--- src/rtl/debounce_pulso_acao.sv ---
// -----------------------------------------------------------------------------
// debounce_pulso_acao
//
// Debounces a raw, bouncing, active-low push-button and turns each accepted
// press into a single one-clock action pulse for the sequencer. A level change
// is accepted only after the synchronized input has held the new level for
// DEBOUNCE_CICLOS consecutive cycles in the matching wait state; any bounce
// back to the old level clears the counter and returns to the stable state.
//
// Parameters
//   DEBOUNCE_CICLOS  stable cycles required to accept a change (2..2^24)
//
// Ports
//   clk            system clock, all state updates on the rising edge
//   reset          synchronous, active-high reset
//   botao_n        raw push-button, active low, asynchronous to clk
//   action_pulso   registered one-cycle pulse per accepted press
//   botao_estavel  registered debounced level, 1 = pressed
//   estado_dbg     current FSM state encoding, for debug LEDs
// -----------------------------------------------------------------------------
module debounce_pulso_acao #(
  parameter int unsigned DEBOUNCE_CICLOS = 1000000
) (
  input  logic       clk,
  input  logic       reset,
  input  logic       botao_n,
  output logic       action_pulso,
  output logic       botao_estavel,
  output logic [1:0] estado_dbg
);

  localparam int unsigned CW = $clog2(DEBOUNCE_CICLOS);
  localparam logic [CW-1:0] CNT_MAX = CW'(DEBOUNCE_CICLOS - 1);

  typedef enum logic [1:0] {
    SOLTO        = 2'b00,
    ESPERA_PRESS = 2'b01,
    PRESSIONADO  = 2'b10,
    ESPERA_SOLTA = 2'b11
  } estado_t;

  // Synchronizer: the inverted button is sampled twice; only sync2_q is used.
  logic          sync1_q, sync2_q;
  estado_t       state_q, state_d;
  logic [CW-1:0] cnt_q,   cnt_d;
  logic          pulso_q, pulso_d;
  logic          estavel_q, estavel_d;

  logic s;
  assign s = sync2_q;

  // NOTE: every signal assigned here gets a default first, so no path leaves
  // it unassigned and no latch is inferred.
  always_comb begin
    state_d = state_q;
    cnt_d   = cnt_q;
    pulso_d = 1'b0;

    unique case (state_q)
      SOLTO: begin
        if (s) begin
          state_d = ESPERA_PRESS;
          cnt_d   = '0;
        end
      end

      ESPERA_PRESS: begin
        if (!s) begin
          // Bounce back to released: qualification restarts from scratch.
          state_d = SOLTO;
          cnt_d   = '0;
        end else if (cnt_q == CNT_MAX) begin
          // The only transition that produces an action pulse.
          state_d = PRESSIONADO;
          cnt_d   = '0;
          pulso_d = 1'b1;
        end else begin
          cnt_d = cnt_q + CW'(1);
        end
      end

      PRESSIONADO: begin
        if (!s) begin
          state_d = ESPERA_SOLTA;
          cnt_d   = '0;
        end
      end

      ESPERA_SOLTA: begin
        if (s) begin
          // Release bounce: back to pressed without a new pulse.
          state_d = PRESSIONADO;
          cnt_d   = '0;
        end else if (cnt_q == CNT_MAX) begin
          state_d = SOLTO;
          cnt_d   = '0;
        end else begin
          cnt_d = cnt_q + CW'(1);
        end
      end

      default: begin
        state_d = SOLTO;
        cnt_d   = '0;
      end
    endcase

    // Debounced level follows the next state so it is registered with it.
    estavel_d = (state_d == PRESSIONADO) || (state_d == ESPERA_SOLTA);
  end

  // NOTE: sequential state uses non-blocking assignments so every flop samples
  // pre-edge values, which keeps the two synchronizer stages distinct.
  always_ff @(posedge clk) begin
    if (reset) begin
      sync1_q   <= 1'b0;
      sync2_q   <= 1'b0;
      state_q   <= SOLTO;
      cnt_q     <= '0;
      pulso_q   <= 1'b0;
      estavel_q <= 1'b0;
    end else begin
      sync1_q   <= ~botao_n;
      sync2_q   <= sync1_q;
      state_q   <= state_d;
      cnt_q     <= cnt_d;
      pulso_q   <= pulso_d;
      estavel_q <= estavel_d;
    end
  end

  assign action_pulso  = pulso_q;
  assign botao_estavel = estavel_q;
  assign estado_dbg    = state_q;

endmodule
--- config.mk ---
export PLATFORM = sky130hd
export DESIGN_NAME = debounce_pulso_acao
export DESIGN_NICKNAME = d
export VERILOG_FILES = /design/src/rtl/debounce_pulso_acao.sv
export SDC_FILE = /design/constraint.sdc
export NUM_CORES = 1
export LEC_CHECK = 0
export CORE_MARGIN = 2
export CORE_UTILIZATION = 50
export CTS_BUF_LIST = sky130_fd_sc_hd__clkbuf_4
export DETAILED_ROUTE_END_ITERATION = 16
export MAX_ROUTING_LAYER = met4
export PLACE_DENSITY = 0.69
export SYNTH_ARGS = -nofsm -noshare
export SYNTH_HDL_FRONTEND = slang
export SYNTH_SLANG_ARGS = --single-unit
--- constraint.sdc ---
create_clock -name clk -period 3.95 [get_ports clk]
set_clock_uncertainty 0.2 [all_clocks]
set_input_delay 0.79 -clock clk [delete_from_list [all_inputs] [get_ports clk]]
set_output_delay 0.79 -clock clk [all_outputs]
set_load 0.1 [all_outputs]
# [Word-level counts from Yosys, hierarchy flattened]
# Cells that the tools add are included.
[word_totals] ff_bits=26 latchBits=0 ram_bits=0 romBits=0 inputBits=3 out_inout_bits=4 n_memories=0
[classes] n_addsub=1 mul=0 div=0 n_lt_le_gt_ge=0 eq_ne=8 shifts=0 muxes=14 bitwise=3 reduce_logical=4
[op_table] operator="two-way mux 20 bit" count=5
[op_table] operator="one-hot mux 20 bit (4 select lines)" count=1
[op_table] operator="adder 20 x 1 -> 20 bit, second input constant" count=1
[op_table] operator="equality test 20 bit, second input constant" count=1
[op_table] operator="two-way mux 2 bit" count=6
[op_table] operator="equality test 2 bit, second input constant" count=4
[op_table] operator="one-hot mux 2 bit (4 select lines)" count=1
[op_table] operator="!= test 2 bit, second input constant" count=2
[op_table] operator="NOT 1 bit" count=3
[op_table] operator="OR reduction 3 bit" count=1
[op_table] operator="equality test 2 x 1 -> 1 bit, second input constant" count=1
[op_table] operator="zero test 2 bit" count=1
[op_table] operator="AND reduction 2 bit" count=1
[op_table] operator="logical OR 1 bit" count=1
[op_table] operator="two-way mux 1 bit" count=1

# [Longest topological paths before layout]
# Gate-level depths: netlist of run 1.
[logic_depth] word_depth=6 depth_mapped=8 mapped_depth_nobuf=6

# [Worst setup path before layout of run 1]
# No wires, ideal clock.
[synth_path] path_type="register to register" from="register state_q[1], in the netlist estado_dbg[1]" to="register cnt_q[11]" setup_ns=0.062 arrival_ns=2.295 setup_slack_ns=1.392 stages_incl_launch_ff=6 n_path_buf=0 synth_period_minus_slack_ns=2.558 cell_sequence="dfxtp_1 xor2_2 nand3b_4 a21o_1 or4_1 nand3_1"
[synth_between] elab_chain_cells=3 elab_cells_between_ends=8 classes_between="5 x eq/ne; 1 x mux; 2 x reduce/logical"
[synth_rtl] item="start, declared" line="44" rtl="estado_t state_q, state_d;"
[synth_rtl] item="start signal, assigned" line="125" rtl="state_q <= state_d;"
[synth_rtl] item="equality test 2 bit or zero test 2 bit (tied branches)" line="59" rtl="unique case (state_q)"
[synth_rtl] item="!= test 2 bit (no source line)"
[synth_rtl] item="AND reduction 2 bit (no source line)"
[synth_rtl] item="end signal, assigned" line="126" rtl="cnt_q <= cnt_d;"
[synth_rtl] item="end, declared" line="45" rtl="logic [CW-1:0] cnt_q, cnt_d;"
# Several ways; a longest one is shown, not always the timed one.
# A chain may end at the register's enable or synchronous reset.

# [Worst setup path in the final report of run 1]
[layout_path] from="register state_q[0], in the netlist estado_dbg[0]" to="output estado_dbg[0]"
[layout_rtl] item="end, declared" line="29" rtl="output logic [1:0] estado_dbg"
# No word-level cell between the ends.

==> out/metrics.csv, run 1 <==
stage,metric,value,unit
critical_path,crit path max fanout,8,
layout,# fillers,225,
clock_tree,number of buffers created by CTS,3,
floorplan,Initial Utilization,54.00,%
layout,Area growth syn-to-layout,9.455,%
sta,Final setup viols,0,
yosys,number of distinct library cells after synthesis,38,
layout,n_diodes,0,
routing,Final ANT Viol Nets,0,
sta,Worst-Margin Slew,0.9773,ns
global_routing,total gr overflow,0,
critical_path,Worst R2R Setup Slack,1.58,ns
critical_path,"delay-heaviest family, CP",buffers and inverters,
placed_design,placed cells,176,
clock_tree,worst skew pair latency,0.32,ns
critical_path,WP data arrival,2.04,ns
critical_path,CP endpoint kind,primary output,
critical_path,Slowest cell on crit path,clkdlybuf4s50_1,
routing,total number of vias,1073,
yosys,Main synth FF type,dfxtp_1,
global_routing,vias in the first global route,960,
sta,Hold Fails Final Rpt,0,
global_routing,GRT Overall Usage,21.49,%
yosys,number of synthesized flops with an enable pin,0,
pwr,Lkg Pwr,0.4577,nW
placed_design,post-DP HPWL,1794,microns
sta,fin crit share,76.70,%
clock_tree,clock root buffer,clkbuf_4,
critical_path,CP Buf/Inv Count,1,
sta,max_slew headroom,34.64,%
routing,vias per inst,5.961,
floorplan,Die W,53.35,microns
clock_tree,H-tree Lvls,1,
job,max_cap viols,0,
layout,Nets,157,
yosys,"flops & latches, synth",26,
floorplan,Row Count,17,
global_routing,pin count of the biggest net entering global routing,22,
yosys,Post-synth ARST share,0,%
floorplan,core area,0.002255,sq mm
sta,unrepaired setup endpoints after global routing,no,
yosys,syn_nets,149,
critical_path,worst-path cell chain,clkdlybuf4s50_1,
outcome,status,finished clean,
global_routing,first-pass GRT wire length,4353,microns
yosys,Yosys warnings,0,
clock_tree,Post-CTS Setup Bufs,0,
sta,Hold Slack,0.2608,ns
pwr,PwrDens,297.0,mW/mm^2
floorplan,Boundary Pins,7,
global_routing,antenna violations before repair,0,
clock_tree,CTS tree,yes,
yosys,sequential cell area fraction in the yosys report,42.75,%
routing,Wirelength per Cell,13.97,microns
critical_path,Startpoint Class,register,
critical_path,CP Class,reg2out,
placed_design,routability cong.,0.8019,
clock_tree,Post-CTS Hold Buffers,0,
routing,Residual DRC,0,
yosys,Mapped Area,0.001217,sq mm
clock_tree,clock slew seen by the registers of the worst setup and hold paths,0.14,ns
clock_tree,post-CTS sizing,0,
layout,Layout Cells excl Fill,180,
routing,DRT Pass-1 Iters,4,
pwr,worst vdd ir,0.2415,mV
critical_path,WP data required,2.96,ns
floorplan,Die ar.,0.002846,sq mm
sta,Setup TNS Final,0,ns
yosys,Cells after Synth,145,
critical_path,worst stage delay on the critical path,1.20,ns
sta,fmax,330.1,MHz
routing,Iter 0 DRT Violations,22,
clock_tree,clk buf depth,2,
placed_design,IO Port Bufs,6,
clock_tree,CTS sink cnt,26,
sta,"Slew Viols, Final",0,
routing,WL final,2515,microns
floorplan,Die Y-Extent,53.35,microns
layout,share of layout cells above drive strength 1,5.263,%
yosys,Mean Syn Cell Area,8.396,sq um
worst_hold_path,worst hold path class,reg2reg,
sta,final worst path period need,3.030,ns
-- state kept, by name (all words and copies together) (netlist names) --
register and count:
sync1_q 1, estado_dbg 2, botao_estavel 1, action_pulso 1
s 1, cnt_q 20
-- through the flow --
stage | instance area (sq um) | setup slack (ns) | power, mW | utilization (%)
3_3_place_gp | 1306 | 1.265 | 0.2875 | 57.94
5_1_grt | 1333 | 0.8667 | 0.4072 | 59.10
4_1_cts | 1333 | 0.9232 | 0.3990 | 59.10
6_report | 1333 | 0.9204 | 0.3957 | 59.10
2_1_floorplan | 1217 | 1.392 | 0.2820 | -
3_5_place_dp | 1306 | 1.199 | 0.2879 | 57.94
-- power by group --
part	total, mW	switching [mW]	internal, mW
Clock	0.113	0.0764	0.0370
Sequential	0.265	0.00135	0.264
Combinational	0.0174	0.0109	0.00652
Total	0.396	0.0886	0.307
-- cell usage in the layout, fill, tap and decap left out, types with 2 or more instances in the layout --
cell and instances:
dfxtp_1 26, nand2_1 16, nand3_1 11, o21ai_0 11, nor2_1 10, a21oi_1 9
a31oi_1 8, clkdlybuf4s50_1 6, inv_1 5, nand4_1 4, nor3_1 4, a21o_1 3
or3_1 3, clkbuf_4 3, nor4bb_1 2, and4_1 2, mux2i_1 2, nand2b_1 2
o211ai_1 2, nor2b_1 2, buf_4 2
-- logic make-up (layout without fill, tap and decap cells) --
kind of cell,after synthesis,in the layout,share of synthesized area (%)
adder cells (fa/ha/maj),1,1,1.028
AO/OA/AOI/OAI,40,40,20.04
AND/OR/NAND/NOR,64,64,29.19
multiplexers,2,2,1.644
buffers and inverters,10,17,3.289
XOR/XNOR,2,2,2.056
flip-flops,26,26,42.75
-- cell type report --
| class | instances | area (sq um) | share of cell area [%] |
|---|---|---|---|
| multi-input combinational | 109 | 656.9 | 49.30 |
| sequential | 26 | 520.5 | 39.06 |
| timing repair buffer | 8 | 75.07 | 5.634 |
| tap | 28 | 35.03 | 2.629 |
| clock buffer | 3 | 22.52 | 1.690 |
| inverter | 5 | 18.77 | 1.408 |
| clock inverter | 1 | 3.754 | 0.2817 |
-- cells in the mapped netlist (all sizes together) (4+ instances only) --
cell type  instances  area share (%)
dfxtp             26              43
inv                5             1.5
o21ai             11             4.5
nand2             16             4.9
nor2              10             3.1
nand3             11             4.5
a31oi              8             4.1
nand4              4             2.1
nor3               4             1.6
a21oi              9             3.7
-- path summary, 6_finish.rpt --
check,from,endpoint,depth (start not counted)
worst max-delay path,estado_dbg[0]$_SDFF_PP0_,estado_dbg[0],1
worst min-delay path,sync1_q$_SDFF_PP0_,s$_SDFF_PP0_,1
worst max register to register,cnt_q[0]$_SDFFE_PP0P_,cnt_q[8]$_SDFFE_PP0P_,7
worst min register to register,sync1_q$_SDFF_PP0_,s$_SDFF_PP0_,1
-- metal layers --
metal	routed length (microns)	up-vias	share of wire [%]	global-route usage, %
li1	-	554	-	-
met1	1185	481	47	27.75
met2	1155	33	46	33.33
met3	131	5	5.2	3.390
met4	43	0	1.7	8.974
met5	0	-	0	-
No activity file was read; power rests on OpenSTA's default activity.
==> run 2, diff against run 1 <==
==> constraint.sdc (replaced) <==
create_clock -name clk -period 3.1 [get_ports clk]
set_clock_uncertainty 0.2 [all_clocks]
set_input_delay 0.62 -clock clk [delete_from_list [all_inputs] [get_ports clk]]
set_output_delay 0.62 -clock clk [all_outputs]
set_load 0.1 [all_outputs]
==> run 2 against run 1 <==
Compared with the run above: largest power group unchanged; critical endpoint is now cnt_q[8]$_SDFFE_PP0P_; cell area down 0.75%; wire length down 2.2%; count of clock-buffer cells in the layout unchanged; sequential cell count unchanged; first-iteration DRC count up 45%; sequential power up 28%; die area unchanged.
==> out/metrics.csv, run 2 (synthesis results as in run 1) <==
stage,metric,value,unit,change
global_routing,GRT Overall Usage,21.37,%,-0.12 points
sta,fmax,418.3,MHz,
clock_tree,Post-CTS Setup Bufs,0,,unchanged
sta,unrepaired setup endpoints after global routing,no,,
global_routing,total gr overflow,0,,unchanged
outcome,status,finished clean,,
placed_design,dpl cell area,0.001296,sq mm,-0.77%
sta,Setup TNS Final,0,ns,unchanged
layout,Area growth syn-to-layout,8.633,%,
pwr,worst vdd ir,0.2323,mV,-3.8%
clock_tree,clock slew seen by the registers of the worst setup and hold paths,0.14,ns,about the same
floorplan,Boundary Pins,7,,unchanged
critical_path,CP endpoint kind,register,,
clock_tree,CTS tree,yes,,
layout,Layout Cells excl Fill,180,,unchanged
global_routing,first-pass GRT wire length,4409,microns,+1.3%
clock_tree,clock root buffer,clkbuf_4,,
global_routing,vias in the first global route,1037,,+8.0%
layout,max reg flops,20,,unchanged
placed_design,IO Port Bufs,6,,unchanged
routing,total number of vias,1073,,unchanged
worst_hold_path,worst hold path class,reg2reg,,
sta,final worst path period need,2.390,ns,
layout,Nets,157,,unchanged
floorplan,Die ar.,0.002846,sq mm,unchanged
critical_path,WP data required,3.10,ns,+0.14 ns
critical_path,Startpoint Class,register,,
routing,Wirelength per Cell,13.67,microns,-2.2%
layout,"commonest non-fill, non-tap cell in the layout",dfxtp_1,,
clock_tree,Post-CTS Hold Buffers,0,,unchanged
placed_design,placed cells,176,,unchanged
clock_tree,clk buf depth,2,,unchanged
sta,Hold Fails Final Rpt,0,,unchanged
routing,DRT Pass-1 Iters,4,,unchanged
critical_path,cell count of the worst reg-to-reg path,7,,unchanged
layout,Largest Register,cnt_q,,
pwr,PwrDens,381.0,mW/mm^2,+28%
layout,most frequent cells in the layout,"dfxtp_1, nand2_1, nand3_1, o21ai_0, nor2_1",,
floorplan,Row Count,17,,unchanged
sta,fin crit share,77.11,%,
layout,Final Instance Area,0.001323,sq mm,-0.75%
routing,Residual DRC,0,,unchanged
floorplan,Initial Utilization,54.00,%,unchanged
floorplan,Die Y-Extent,53.35,microns,unchanged
clock_tree,worst skew pair latency,0.31,ns,about the same
clock_tree,post-CTS sizing,0,,unchanged
placed_design,post-DP HPWL,1753,microns,-2.3%
layout,share of layout cells above drive strength 1,7.895,%,+2.6 points
layout,n_diodes,0,,unchanged
floorplan,Die W,53.35,microns,unchanged
global_routing,antenna violations before repair,0,,unchanged
layout,# fillers,219,,-2.7%
placed_design,routability cong.,0.8471,,+5.6%
sta,Hold Slack,0.2619,ns,+0.001031 ns
sta,"Slew Viols, Final",0,,unchanged
routing,vias per inst,5.961,,unchanged
critical_path,CP Class,reg2reg,,
pwr,Final Power,503.9,uW,+27%
clock_tree,number of buffers created by CTS,3,,unchanged
critical_path,WP data arrival,2.39,ns,+0.35 ns
critical_path,crit path max fanout,20,,+12
clock_tree,H-tree Lvls,1,,unchanged
sta,final setup margin,0.7096,ns,-0.2108 ns
routing,Final ANT Viol Nets,0,,unchanged
routing,WL final,2460,microns,-2.2%
global_routing,pin count of the biggest net entering global routing,21,,-4.5%
sta,max_slew headroom,56.11,%,+21 points
job,max_cap viols,0,,unchanged
sta,Worst-Margin Slew,0.6559,ns,-0.3214 ns
placed_design,pre-CTS setup slack,0.5228,ns,-0.6757 ns
sta,Final setup viols,0,,unchanged
layout,sequential cell area,520.5,sq um,unchanged
clock_tree,CTS sink cnt,26,,unchanged
layout,final core occ,58.66,%,-0.44 points
routing,Iter 0 DRT Violations,32,,+45%
floorplan,core area,0.002255,sq mm,unchanged
layout,area of the multi-input gates,656.9,sq um,unchanged
pwr,Lkg Pwr,0.4658,nW,+1.8%
worst_hold_path,Worst Hold Path Cells,1,,unchanged
[run 2: path summary, 6_finish.rpt]
kind / start / endpoint / slack (ns)
setup / recovery: cnt_q[0]$_SDFFE_PP0P_ / cnt_q[8]$_SDFFE_PP0P_ / 0.71
hold / removal: sync1_q$_SDFF_PP0_ / s$_SDFF_PP0_ / 0.26
setup reg to reg: cnt_q[0]$_SDFFE_PP0P_ / cnt_q[8]$_SDFFE_PP0P_ / 0.71
hold reg to reg: sync1_q$_SDFF_PP0_ / s$_SDFF_PP0_ / 0.26
[run 2: per-layer routing]
metal	share of wire, %	track usage, %	wire (microns)
met3	2.8	2.825	68
met1	49	29.32	1214
met4	0.73	8.120	18
met5	0	-	0
met2	47	31.89	1159
[run 2: critical path, cell delays in order, from the launching register on]
cell     delay [ns]
dfxtp_1        0.42
ha_1           0.20
nand3_1        0.18
nor2_1         0.57
a21oi_1        0.18
buf_4          0.25
a41oi_1        0.22
a31oi_1        0.06
[run 2: cell type report]
| cell class | count | share of cell area (%) |
|---|---|---|
| Clock buffer | 3 | 1.703 |
| Clock inverter | 1 | 0.2838 |
| Inverter | 5 | 1.419 |
| Multi-Input combinational cell | 109 | 49.67 |
| Sequential cell | 26 | 39.36 |
| Tap cell | 28 | 2.649 |
| Timing Repair Buffer | 8 | 4.920 |
[run 2: where the power goes]
part / internal, mW / switching, mW
combinational: 0.00818 / 0.0140
clock: 0.0470 / 0.0972
sequential: 0.336 / 0.00167
==> run 3, diff against run 2 <==
==> constraint.sdc (replaced) <==
create_clock -name clk -period 2.3 [get_ports clk]
set_clock_uncertainty 0.2 [all_clocks]
set_input_delay 0.46 -clock clk [delete_from_list [all_inputs] [get_ports clk]]
set_output_delay 0.46 -clock clk [all_outputs]
set_load 0.1 [all_outputs]
==> run 3 against run 2 <==
Compared with the run above: count of clock-buffer cells in the layout is the same; register-to-register slack lost 0.49 ns; combinational power grew 42%; critical path type unchanged; critical path depth is the same; hold slack lost 0.0024 ns; largest power group unchanged; clock power grew 120%; cell area grew 5.0%.
==> out/metrics.csv, run 3 (synthesis results as in run 1) <==
stage,metric,value,unit,change
floorplan,core area,0.002255,sq mm,unchanged
critical_path,CP endpoint kind,register,,
floorplan,Die W,53.35,microns,unchanged
routing,DRT Pass-1 Iters,4,,unchanged
floorplan,Row Count,17,,unchanged
worst_hold_path,worst hold path class,reg2reg,,
sta,final worst path period need,2.076,ns,-0.3149 ns
placed_design,routability cong.,0.7693,,-9.2%
clock_tree,H-tree Lvls,1,,unchanged
global_routing,GRT Overall Usage,22.74,%,+1.4 points
sta,max_slew headroom,73.11,%,+17 points
routing,Wirelength per Cell,14.55,microns,+6.5%
clock_tree,Post-CTS Setup Bufs,0,,unchanged
layout,max reg flops,20,,unchanged
sta,"Slew Viols, Final",0,,unchanged
sta,Worst-Margin Slew,0.4003,ns,-0.2557 ns
layout,most frequent cells in the layout,"dfxtp_1, nand2_1, nand3_1, o21ai_0, buf_4",,
critical_path,WP data arrival,2.10,ns,-0.29 ns
clock_tree,number of buffers created by CTS,3,,unchanged
routing,total number of vias,1099,,+2.4%
layout,Nets,162,,+3.2%
global_routing,pin count of the biggest net entering global routing,22,,+4.8%
routing,Iter 0 DRT Violations,32,,unchanged
job,max_cap viols,0,,unchanged
placed_design,IO Port Bufs,6,,unchanged
clock_tree,clock slew seen by the registers of the worst setup and hold paths,0.15,ns,about the same
pwr,PwrDens,581.7,mW/mm^2,+53%
pwr,worst vdd ir,0.3313,mV,+43%
routing,WL final,2692,microns,+9.4%
clock_tree,CTS sink cnt,26,,unchanged
pwr,Lkg Pwr,0.5047,nW,+8.3%
sta,unrepaired setup endpoints after global routing,no,,
clock_tree,Post-CTS Hold Buffers,0,,unchanged
floorplan,Boundary Pins,7,,unchanged
global_routing,total gr overflow,0,,unchanged
layout,n_diodes,0,,unchanged
sta,Setup TNS Final,0,ns,unchanged
clock_tree,post-CTS sizing,0,,unchanged
sta,fmax,481.8,MHz,+15%
outcome,status,finished clean,,
floorplan,Die Y-Extent,53.35,microns,unchanged
critical_path,CP Class,reg2reg,,
global_routing,vias in the first global route,1037,,unchanged
routing,vias per inst,5.941,,-0.35%
sta,Final setup viols,0,,unchanged
critical_path,WP data required,2.33,ns,-0.77 ns
global_routing,antenna violations before repair,0,,unchanged
clock_tree,clock root buffer,clkbuf_4,,
pwr,Final Power,807.9,uW,+60%
floorplan,Initial Utilization,54.00,%,unchanged
critical_path,crit path max fanout,21,,+5.0%
floorplan,Die ar.,0.002846,sq mm,unchanged
layout,Area growth syn-to-layout,14.08,%,
worst_hold_path,Worst Hold Path Cells,1,,unchanged
routing,Residual DRC,0,,unchanged
critical_path,Startpoint Class,register,,
layout,Largest Register,cnt_q,,
clock_tree,clk buf depth,2,,unchanged
routing,Final ANT Viol Nets,0,,unchanged
layout,"commonest non-fill, non-tap cell in the layout",dfxtp_1,,
layout,share of layout cells above drive strength 1,12.74,%,+4.8 points
placed_design,post-DP HPWL,1924,microns,+9.8%
sta,Hold Fails Final Rpt,0,,unchanged
clock_tree,CTS tree,yes,,
critical_path,cell count of the worst reg-to-reg path,7,,unchanged
global_routing,first-pass GRT wire length,4574,microns,+3.7%
sta,fin crit share,90.24,%,+13 points
clock_tree,worst skew pair latency,0.33,ns,+0.02 ns
-- run 3: critical path, stage by stage, from the launching register on --
cell,delay (ns)
dfxtp_1,0.41
ha_1,0.21
nand3_1,0.17
nor2_1,0.36
a21oi_1,0.11
buf_4,0.22
a41oi_1,0.23
a31oi_1,0.05
-- run 3: worst paths after layout --
path | from | end | slack, ns
setup reg to reg | cnt_q[0]$_SDFFE_PP0P_ | cnt_q[8]$_SDFFE_PP0P_ | 0.22
setup / recovery | cnt_q[0]$_SDFFE_PP0P_ | cnt_q[8]$_SDFFE_PP0P_ | 0.22
hold reg to reg | sync1_q$_SDFF_PP0_ | s$_SDFF_PP0_ | 0.26
hold / removal | sync1_q$_SDFF_PP0_ | s$_SDFF_PP0_ | 0.26
-- run 3: area by class of cell --
cell class	count	area [sq um]
Fill cell	223	865.8
Multi-Input combinational cell	109	656.9
Sequential cell	26	523.0
Timing Repair Buffer	13	102.6
Tap cell	28	35.03
Clock inverter	1	30.03
Clock buffer	3	22.52
Inverter	5	18.77
-- run 3: layer usage --
| layer | global-route usage [%] | vias to the layer above | part of all wire, % |
|---|---|---|---|
| met2 | 37.24 | 16 | 48 |
| met5 | - | - | 0 |
| li1 | - | 564 | - |
| met4 | 7.692 | 0 | 1.4 |
| met3 | 2.542 | 5 | 2.5 |
| met1 | 29.07 | 514 | 49 |
-- run 3: report_power, final --
part | internal, mW | switching (mW) | total, mW
registers | 0.453 | 0.00237 | 0.455
clock network | 0.176 | 0.145 | 0.321
logic | 0.0122 | 0.0193 | 0.0315
-- run 3: metrics by stage --
| step | setup WS [ns] | instances | utilization, % | area [sq um] | hold slack, ns |
|---|---|---|---|---|---|
| global placement | 0.1543 | 181 | 59.27 | 1336 | 0.2231 |
| detailed placement | 0.1125 | 181 | 59.27 | 1336 | 0.2327 |
| CTS | 0.2317 | 185 | 61.60 | 1389 | 0.2639 |
| finish | 0.2245 | 185 | 61.60 | 1389 | 0.2595 |
| global route | 0.08074 | 185 | 61.60 | 1389 | 0.2744 |
| floorplan | 0.1007 | 145 | - | 1220 | 0.2138 |
==> variant, RTL diff (config.mk and constraints of run 3) <==
`DEBOUNCE_CICLOS`: 1000000 -> 2000000.
--- a/src/rtl/debounce_pulso_acao.sv
+++ b/src/rtl/debounce_pulso_acao.sv
@@ -21,3 +21,3 @@
 module debounce_pulso_acao #(
-  parameter int unsigned DEBOUNCE_CICLOS = 1000000
+  parameter int unsigned DEBOUNCE_CICLOS = 2000000
 ) (
Formal check against the unedited RTL: same outputs for any inputs over 10 cycles, from zero or initial values and one cycle with reset high; that may be too few to reach the edited logic, so the function may still have changed.
==> variant against run 3 <==
Sequential cell count rose by 1. Synthesized area rose by 13%. Worst setup slack got worse by 180 ps. Wire length rose by 23%. Final area rose by 16%. Power fell by 11%. First-iteration DRC count rose by 91%. Synthesized cell count rose by 7.6%. Clock power fell by 33%. Largest cell class unchanged.
==> variant: results (changes against run 3) <==
Outcome
  – Status: finished clean (unchanged)

Routing
  – Initial DRC Count: 61 (was 32)
  – WL/cell: 16.0 um (was 14.6 um)
  – Met3 WL: 177 um (was 67 um)
  – Routed met1 length: 1.46 mm (was 1.31 mm)
  – Met2 WL: 1.60 mm (was 1.28 mm)

STA
  – Worst-margin pin slew: 675 ps (was 400 ps)
  – Shortest period the worst path allows: 2260 ps (was 2080 ps)
  – Hold WS: 256 ps (was 260 ps)

Worst setup path
  – CP arrival: 2290 ps (was 2100 ps)
  – Slack of the worst reg-to-reg path: 40 ps (was 220 ps)
  – R2R depth: 6 (was 7)
  – Reg-to-reg startpoint: cnt_q[9]$_SDFFE_PP0P_ (was cnt_q[0]$_SDFFE_PP0P_)
  – Crit path capture: cnt_q[5]$_SDFFE_PP0P_ (was cnt_q[8]$_SDFFE_PP0P_)
  – Worst Setup SP: cnt_q[9]$_SDFFE_PP0P_ (was cnt_q[0]$_SDFFE_PP0P_)
  – CP peak stage delay: 540 ps (was 410 ps)
  – CP max FO: 14 (was 21)
  – Slowest cell on the critical path: or4b_4 (was dfxtp_1)

Yosys
  – Ranking of synthesized cells by area: dfxtp_1 (39%), nor2_1 (4.7%), a31oi_1 (4.6%) (was dfxtp_1 (43%), nand2_1 (4.9%), nand3_1 (4.5%))
  – Synth top cells by count: dfxtp_1 (27), nor2_1 (17), nand2_1 (13) (was dfxtp_1 (26), nand2_1 (16), nand3_1 (11), o21ai_0 (11), nor2_1 (10))
  – Mapped Nets: 160 (was 149)
  – Distinct cells, synth: 42 (was 38)
  – Synth warn: 0 (unchanged)
  – Sequential fraction of the synthesis area: 0.395 (was 0.428)
  – Post-Syn Area per Cell: 8.78 sq um (was 8.40 sq um)

GRT
  – Vias in the first global route: 1,197 (was 1,037)
  – Initial antenna violation count: 0 (unchanged)
  – First-pass GRT wire length: 5.39 mm (was 4.57 mm)
  – Largest net degree at the start of global routing: 28 (was 22)
  – GRT Total Usage: 0.219 (was 0.227)

Pwr
  – Switching pwr: 0.000173 W (was 0.000166 W)
  – Clock power frac: 0.297 (was 0.398)
  – Combinational Power Share: 0.049 (was 0.039)
  – Switching Fraction: 0.240 (was 0.206)
  – VDD IR-drop max: 0.000332 V (was 0.000331 V)
  – Leakage power: 0.588 nW (was 0.505 nW)

Place
  – Hpwl dp: 2.31 mm (was 1.92 mm)
  – Pre-CTS setup slack: 101 ps (was 113 ps)
  – Placed insts: 200 (was 181)
  – Dpl cell area: 1540 sq um (was 1340 sq um)
  – RePlAce Congestion: 0.889 (was 0.769)

Clock network
  – CTS Root Buffer Type: clkbuf_4 (unchanged)

Final layout
  – Post-Layout Cell Count: 206 (was 185)
  – Final Net Count: 181 (was 162)
  – Max reg flops: 21 (was 20)
  – Area occupied by registers: 544 sq um (was 523 sq um)
  – # fillers: 217 (was 223)
-- variant: metal layers --
metal	track usage	vias to the layer above
met1	0.283	629
met5	-	-
li1	-	632
met2	0.358	40
met4	0.0748	0
met3	0.0207	7
-- variant: logic make-up (layout without fill, tap and decap cells) --
family | after synthesis | in the layout | share of synthesized area
muxes | 4 | 4 | 0.0292
xor gates and xnor gates | 4 | 4 | 0.0256
AOI/OAI and AO/OA | 33 | 33 | 0.163
and+or+nand+nor | 79 | 79 | 0.344
buffers and inverters | 8 | 28 | 0.0347
adders and majority gates | 1 | 1 | 0.00913
DFF | 27 | 27 | 0.395
-- variant: cell type report --
cell class                      instances  share of cell area
Sequential cell                        27               0.338
Tap cell                               30              0.0233
Timing Repair Buffer                   23               0.129
Multi-Input combinational cell        121               0.489
Inverter                                1             0.00233
Clock inverter                          1             0.00466
Clock buffer                            3              0.0140
